$ cat src/rtl/uart_pkg.sv
// rtl/uart_pkg.sv - shared UART timing constants
package uart_pkg;

  localparam int DIV_WIDTH_DEFAULT = 16;
  localparam int MIN_DIV           = 2;

  // Divisors for a 50 MHz clock and 16x oversampling, rounded
  localparam int DIV_9600   = 326;
  localparam int DIV_19200  = 163;
  localparam int DIV_115200 = 27;

  localparam int DEFAULT_DIV = DIV_9600;

endpackage

$ cat src/rtl/baud_tick_counter.sv
// rtl/baud_tick_counter.sv - prescaler plus oversample counter for one timing channel
module baud_tick_counter #(
  parameter int DIV_WIDTH  = 16,
  parameter int OVERSAMPLE = 16
) (
  input  logic                 clk,
  input  logic                 rst_n,
  input  logic                 enable_i,
  input  logic [DIV_WIDTH-1:0] div_i,
  output logic                 sample_tick_o,
  output logic                 mid_tick_o,
  output logic                 end_tick_o
);

  localparam int OS_W = (OVERSAMPLE > 1) ? $clog2(OVERSAMPLE) : 1;
  localparam logic [OS_W-1:0] OS_LAST = OS_W'(OVERSAMPLE - 1);
  localparam logic [OS_W-1:0] OS_MID  = OS_W'(OVERSAMPLE / 2 - 1);

  logic [DIV_WIDTH-1:0] prescale_q, prescale_d, prescale_inc;
  logic [OS_W-1:0]      os_q, os_d;
  logic                 sample_q, sample_d;
  logic                 mid_q, mid_d;
  logic                 end_q, end_d;
  logic                 wrap;

  // Increment-then-compare keeps the wrap test free of a subtractor
  assign prescale_inc = prescale_q + DIV_WIDTH'(1);
  assign wrap         = (prescale_inc == div_i);

  always_comb begin
    prescale_d = '0;
    os_d       = '0;
    sample_d   = 1'b0;
    mid_d      = 1'b0;
    end_d      = 1'b0;
    if (enable_i) begin
      if (wrap) begin
        os_d     = (os_q == OS_LAST) ? '0 : os_q + OS_W'(1);
        sample_d = 1'b1;
        mid_d    = (os_q == OS_MID);
        end_d    = (os_q == OS_LAST);
      end else begin
        prescale_d = prescale_inc;
        os_d       = os_q;
      end
    end
  end

  always_ff @(posedge clk or negedge rst_n) begin
    if (!rst_n) begin
      prescale_q <= '0;
      os_q       <= '0;
      sample_q   <= 1'b0;
      mid_q      <= 1'b0;
      end_q      <= 1'b0;
    end else begin
      prescale_q <= prescale_d;
      os_q       <= os_d;
      sample_q   <= sample_d;
      mid_q      <= mid_d;
      end_q      <= end_d;
    end
  end

  assign sample_tick_o = sample_q;
  assign mid_tick_o    = mid_q;
  assign end_tick_o    = end_q;

endmodule

$ cat src/rtl/uart_baud_generator.sv
// rtl/uart_baud_generator.sv - TX/RX baud tick generator with deferred divisor reload
module uart_baud_generator
  import uart_pkg::*;
#(
  parameter int DIV_WIDTH   = DIV_WIDTH_DEFAULT,
  parameter int OVERSAMPLE  = 16,
  parameter int DEFAULT_DIV = uart_pkg::DEFAULT_DIV
) (
  input  logic                 clk,
  input  logic                 rst_n,
  input  logic [DIV_WIDTH-1:0] divisor,
  input  logic                 divisorLoad,
  input  logic                 txEnable,
  input  logic                 rxEnable,
  output logic                 txBitTick,
  output logic                 rxSampleTick,
  output logic                 rxMidBit,
  output logic                 rxBitEnd,
  output logic                 divPending,
  output logic                 divError
);

  logic [DIV_WIDTH-1:0] active_div_q;
  logic [DIV_WIDTH-1:0] pending_div_q;
  logic                 div_pending_q;
  logic                 div_error_q;
  logic                 load_bad;
  logic                 load_ok;
  logic                 tx_sample_unused;
  logic                 tx_mid_unused;

  assign load_bad = divisorLoad && (divisor < DIV_WIDTH'(MIN_DIV));
  assign load_ok  = divisorLoad && !load_bad;

  // A fresh accepted load takes priority over applying the older pending value
  always_ff @(posedge clk or negedge rst_n) begin
    if (!rst_n) begin
      active_div_q  <= DIV_WIDTH'(DEFAULT_DIV);
      pending_div_q <= '0;
      div_pending_q <= 1'b0;
      div_error_q   <= 1'b0;
    end else begin
      div_error_q <= load_bad;
      if (load_ok) begin
        pending_div_q <= divisor;
        div_pending_q <= 1'b1;
      end else if (div_pending_q && !txEnable && !rxEnable) begin
        active_div_q  <= pending_div_q;
        div_pending_q <= 1'b0;
      end
    end
  end

  baud_tick_counter #(
    .DIV_WIDTH  (DIV_WIDTH),
    .OVERSAMPLE (OVERSAMPLE)
  ) u_tx_counter (
    .clk           (clk),
    .rst_n         (rst_n),
    .enable_i      (txEnable),
    .div_i         (active_div_q),
    .sample_tick_o (tx_sample_unused),
    .mid_tick_o    (tx_mid_unused),
    .end_tick_o    (txBitTick)
  );

  baud_tick_counter #(
    .DIV_WIDTH  (DIV_WIDTH),
    .OVERSAMPLE (OVERSAMPLE)
  ) u_rx_counter (
    .clk           (clk),
    .rst_n         (rst_n),
    .enable_i      (rxEnable),
    .div_i         (active_div_q),
    .sample_tick_o (rxSampleTick),
    .mid_tick_o    (rxMidBit),
    .end_tick_o    (rxBitEnd)
  );

  assign divPending = div_pending_q;
  assign divError   = div_error_q;

endmodule

$ cat config.mk
export PLATFORM = sky130hd
export DESIGN_NAME = uart_baud_generator
export DESIGN_NICKNAME = d
export VERILOG_FILES = /design/src/rtl/uart_pkg.sv /design/src/rtl/baud_tick_counter.sv /design/src/rtl/uart_baud_generator.sv
export SDC_FILE = /design/constraint.sdc
export NUM_CORES = 1
export LEC_CHECK = 0
export ABC_CLOCK_PERIOD_IN_PS = 2800
export CAP_MARGIN = 20
export CORE_ASPECT_RATIO = 0.75
export CORE_MARGIN = 10
export CORE_UTILIZATION = 54
export DETAILED_ROUTE_END_ITERATION = 10
export GPL_TIMING_DRIVEN = 0
export PLACE_DENSITY = 0.74
export SLEW_MARGIN = 20
export SYNTH_ARGS = -nofsm -noshare
export SYNTH_HDL_FRONTEND = slang
export SYNTH_SLANG_ARGS = --single-unit
$ cat constraint.sdc
create_clock -name clk -period 2.8 [get_ports clk]
set_input_delay 0.28 -clock clk [delete_from_list [all_inputs] [get_ports clk]]
set_output_delay 0.28 -clock clk [all_outputs]
set_load 0.005 [all_outputs]
==> metrics <==
core area 7990 sq um; Syn Area/Cell 9.96 sq um; CP Capture Type flop; Reg area 1980 sq um; fillers 564; Rel. slew slack 53.1%; YS warnings 0; DRT antenna net count 0; nets 538; DRT Pass-1 Iters 5; # IOs 27; Worst Hold Class input port to flop; Max Root-Sink Buffers 2; Worst path slowest cell or4_4; GR Util met1 24.6%; Post-synth EDFFs 0; Setup Crit Path Kind flop to flop; Top FF cell, synth dfrtp_1; Mapped Area 4490 sq um; Mapped Nets 476; Total GRT Usage 18.4%; area of the multi-input gates 2630 sq um; final wirelength 12.0 mm; period utilization 100%; clock skew 11.3 ps; global-route wire length before repair 18.8 mm; vias per cell 6.12; vias in the first global route 3748; area leader, netlist dfrtp_1; die span in y 99.0 microns; CTS sink cnt 78; drt initial violations 333; Distinct cells, synth 65; Slew Viols, Final 0; initial antenna violation count 0; Min Clock Period, post-route 2810 ps; die outline width 125 microns; Fin. Hold Viols 0; Worst-Skew Late Latency 370 ps; CP Launch Type flop; Peak VDD IR 0.476 mV; DP Worst Slack -1010 ps; sequential area share after synthesis 43.6%; FMAX 356 MHz; die footprint 12400 sq um; # DRC 0; gr ovfl total 0; synth-to-layout area growth 26.9%; worst path cell trace ha_4 -> inv_8 -> or4_4 -> o2111a_1 -> a211o_1 -> or4_4 -> buf_6 -> or3_1 -> a21oi_1; CTS buffer count 9; clock slew at reported path FFs 80 ps; Least-Margin Pin Slew 704 ps; root buffer cell clkbuf_8; post-DP HPWL 7.92 mm; # setup viols final 1; MaxCap Viol Count 0; starting density of the core 56.2%; Crit path arrival time 3100 ps; WP data required 3090 ps; Yosys top cell area share 41.2%; power per cell area 507 nW/um^2; outcome finished with violations; layout cells sized above 1 30.5%; fraction of registers with async set/reset 100%; Top Usage Layer GRT met2; GR Util met2 28.1%; routed vias 3812; met3 usage 5.67%; Routability Congestion 0.919; RSZ-0062 raised after global routing yes; largest net degree at the start of global routing 57; routed length per instance 19.2 microns; H-tree depth 3; most frequent CP cell or4_4; CTS tree built; largest cells by area after synthesis dfrtp_1 41%, mux2_2 8.0%, xnor2_1 7.0%; Core Rows 28; CP max FO 8; setup ws final -5.79 ps; Ant. Diodes 0; failing checks negative setup slack; slowest stage delay, CP 580 ps; Port Buffers 25; number of synthesized register bits 78; TNS Setup -5.79 ps; Pleak 0.00228 uW; cells after synthesis 451
==> worst paths after layout <==
path	start	to	slack (ps)	cells after the start
worst max-delay path	u_tx_counter.prescale_q[0]$_DFF_PN0_	u_tx_counter.os_q[1]$_DFFE_PN0P_	-6	9
worst min-delay path	rxEnable	u_rx_counter.os_q[2]$_DFFE_PN0P_	340	3
worst max register to register	u_tx_counter.prescale_q[0]$_DFF_PN0_	u_tx_counter.os_q[1]$_DFFE_PN0P_	-6	9
worst min register to register	u_rx_counter.os_q[3]$_DFFE_PN0P_	u_rx_counter.os_q[3]$_DFFE_PN0P_	510	1
max in group asynchronous	rst_n	active_div_q[8]$_DFFE_PN1P_	1820	3
min in group asynchronous	rst_n	u_rx_counter.mid_tick_o$_DFF_PN0_	360	2
==> registers in the layout, summed over array words and instances, names as in the netlist <==
signal	flops
active_div_q	16
divError	1
divPending	1
pending_div_q	16
u_rx_counter.end_tick_o	1
u_rx_counter.mid_tick_o	1
u_rx_counter.os_q	4
u_rx_counter.prescale_q	16
u_rx_counter.sample_tick_o	1
u_tx_counter.end_tick_o	1
u_tx_counter.os_q	4
u_tx_counter.prescale_q	16
==> cells in the final DEF, fill, tap and decap left out, types with 17 or more instances in the layout <==
cell and n:
nand4_1 18, buf_4 38, dfrtp_2 17, clkdlybuf4s50_1 24, xnor2_1 33, nand2_1 27, nor2_1 39, dfrtp_1 57
xor2_1 19, mux2_2 32
==> through the flow <==
step	instances	hold WS, ps	cell area [sq um]	utilization [%]	total power (uW)
3_5_place_dp	582	211	4950	62.0	1930
2_1_floorplan	451	-15.6	4540	-	1740
5_1_grt	623	369	5700	71.4	3020
6_report	623	344	5700	71.4	2890
4_1_cts	620	342	5570	69.7	2850
3_3_place_gp	581	484	4920	61.7	1910
==> power breakdown <==
part / internal, uW / switching, uW
sequential: 1230 / 133
combinational: 338 / 323
clock: 418 / 444
==> per-layer routing <==
layer | wire length (microns) | vias to the layer above
li1 | - | 1751
met1 | 5380 | 1890
met2 | 5450 | 150
met3 | 904 | 21
met4 | 217 | 0
met5 | 0 | -
==> final cells by class <==
cell class,instances,share of cell area (%)
inverter,13,0.987
timing repair buffer,65,10.3
clock inverter,6,1.23
clock buffer,10,2.24
multi-input combinational,331,46.1
buffer,15,2.11
tap,105,2.30
sequential,78,34.7
==> cells by family (layout without fill, tap and decap cells) <==
| family | count (synthesis) | after routing | synth area share (%) |
|---|---|---|---|
| xor+xnor | 57 | 57 | 11.4 |
| mux | 35 | 35 | 8.69 |
| compound gates | 60 | 60 | 9.81 |
| simple gates | 175 | 175 | 21.5 |
| buf+inv | 42 | 109 | 3.84 |
| flops | 78 | 78 | 43.6 |
| fa+ha+maj | 4 | 4 | 1.11 |
==> Yosys cell counts, drive strengths merged, types with 5 or more instances <==
master and instances:
dfrtp 74, nor2 39, xnor2 36, mux2 32
nand2 27, xor2 20, nand4 19, clkbuf 18
nand3 16, nor4 15, inv 13, a21oi 11
buf 11, nor3 10, or4 10, o21ai 9
and3 6, nand2b 5, nor2b 5
==> critical path: cells and delay by family (launching register included) <==
kind / cells / cell delay (ps)
flops: 1 / 420
fa+ha+maj: 1 / 180
simple gates: 3 / 1390
buf+inv: 2 / 200
compound gates: 3 / 530
==> repair_timing <==
action	in CTS	in global routing
setup buffers	36	3
endpoints found under the setup margin	59	42
hold buffers	1	0
gates resized for setup	47	25
cloned	0	0
pin swaps	19	12
hold endpoints to repair	22	0
No activity file was read; power rests on OpenSTA's default activity.
==> RTL change (config.mk and constraints unchanged) <==
Change the package constant `DIV_9600` from 326 to 244.
--- a/src/rtl/uart_pkg.sv
+++ b/src/rtl/uart_pkg.sv
@@ -6,5 +6,5 @@
 
   // Divisors for a 50 MHz clock and 16x oversampling, rounded
-  localparam int DIV_9600   = 326;
+  localparam int DIV_9600   = 244;
   localparam int DIV_19200  = 163;
   localparam int DIV_115200 = 27;
Formal check against the unedited RTL: same outputs for any inputs over 4 cycles, from zero or initial values and one cycle with rst_n low; that may be too few to reach the edited logic, so the function may still have changed.
==> RTL change against the unedited design <==
The flow still finishes with violations (setup timing). Non-clock buffer count up 1. Synthesized area about the same. Clock skew down 0.0014 ns. Core utilization up 1.0 points. Wire length up 1.2%. Cell area up 1.4%. Sequential cell count unchanged. Maximum frequency down 1.9%. Count of clock-buffer cells in the layout unchanged. Power up 9.3%. Worst setup slack worse by 0.056 ns. Critical path type unchanged. Critical endpoint is now u_rx_counter.mid_tick_o$_DFF_PN0_.
==> RTL change: results (changes against the unedited design) <==
metric,value,unit,change
status,"complete, but fails checks",,
violations,setup timing,,
setup_slack,-0.0613,ns,-0.0555 ns
hold_viol,0,,unchanged
clockRootBuffer,clkbuf_8,,
reg2reg_to,u_rx_counter.mid_tick_o$_DFF_PN0_,,
timing.critical_path.from,u_rx_counter.prescale_q[0]$_DFF_PN0_,,
dp_cells,582,,unchanged
num_vias,3841,,+0.76%
drive_gt1_share,31.6,%,+1.1 points
setup_viol,3,,+2
grt_pass1_vias,3656,,-2.5%
ir_worst_vdd,0.000430,V,-9.7%
fin_tns_setup,-0.0984,ns,-0.0926 ns
ys_top_cells_by_count,"73 x dfrtp_1, 39 x nor2_1, 36 x xnor2_1",,
cts_buffer_depth,2,,unchanged
synth-main-ff-cell,dfrtp_1,,
insertion_delay,0.37,ns,about the same
hold_end,u_rx_counter.os_q[2]$_DFFE_PN0P_,,
slowest_delay,0.50,ns,-0.08 ns
met2WireLength,5590,um,+2.5%
hp-class,primary input to flop,,
fin_skew,0.00994,ns,-0.00139 ns
whs,0.335,ns,-0.00928 ns
cp_top_family,simple AND/OR/NAND/NOR gates,,
placed_area,4950,um2,about the same
wl_met3,823,um,-9.0%
critPathMaxFanout,4,,-4
crit_end,u_rx_counter.mid_tick_o$_DFF_PN0_,,
drt_iter0_markers,348,,+4.5%
grt_max_degree,51,,-11%
wl_met1,5530,um,+2.7%
port_buffers,25,,unchanged
top_usage_layer,met2,,
synth_seq_area_share,43.6,%,about the same
wl_per_cell,19.4,um,+1.1%
place.gp.congestion,0.914,,-0.58%
synth_area_leaders,"dfrtp_1 41%, mux2_2 8.0%, xnor2_1 7.0%",,
use_met2,27.6,%,-0.56 points
track_usage,18.4,%,-0.060 points
cp.arrival,3.17,ns,+0.07 ns
leakage,2.33,nW,+2.3%
reg2reg_depth,8,,-1
use_met3,4.55,%,-1.1 points
grt_pass1_wl,18700,um,-0.77%
fin_cells,624,,+0.16%
dp_hpwl,7940,um,+0.27%
dp_slack,-1.09,ns,-0.0816 ns
grt_use_met1,25.4,%,+0.83 points
die-area,12400,um2,about the same
fin_nets,539,,+0.19%
cts_buffers,9,,unchanged
slew_headroom,52.6,%,-0.45 points
[RTL change: layout make-up]
class	instances	area, um2
multi-input combinational	331	2650
fill	545	2200
sequential	78	1980
timing repair buffer	67	593
clock inverter	6	134
tap	105	131
clock buffer	10	128
buffer	14	115
inverter	13	53.8
[RTL change: cell families after synthesis]
| kind of cell | after synthesis | synth area share, % |
|---|---|---|
| AO/OA/AOI/OAI | 60 | 9.80 |
| XOR/XNOR | 57 | 11.4 |
| adder cells (fa/ha/maj) | 4 | 1.11 |
| buffers and inverters | 42 | 3.84 |
| flip-flops | 78 | 43.6 |
| multiplexers | 35 | 8.69 |
| AND/OR/NAND/NOR | 175 | 21.5 |
[RTL change: repair_timing]
action,CTS,global route
resized for setup,47,31
hold buffers,1,0
endpoints found under the hold margin,27,0
pin swaps,16,22
setup endpoints to repair,59,38
setup buffers,27,13
[RTL change: report_power, final]
part,internal [W],switching (W)
clock,0.000682,0.000433
sequential,0.00124,0.000139
combinational,0.000344,0.000321
total,0.00226,0.000893
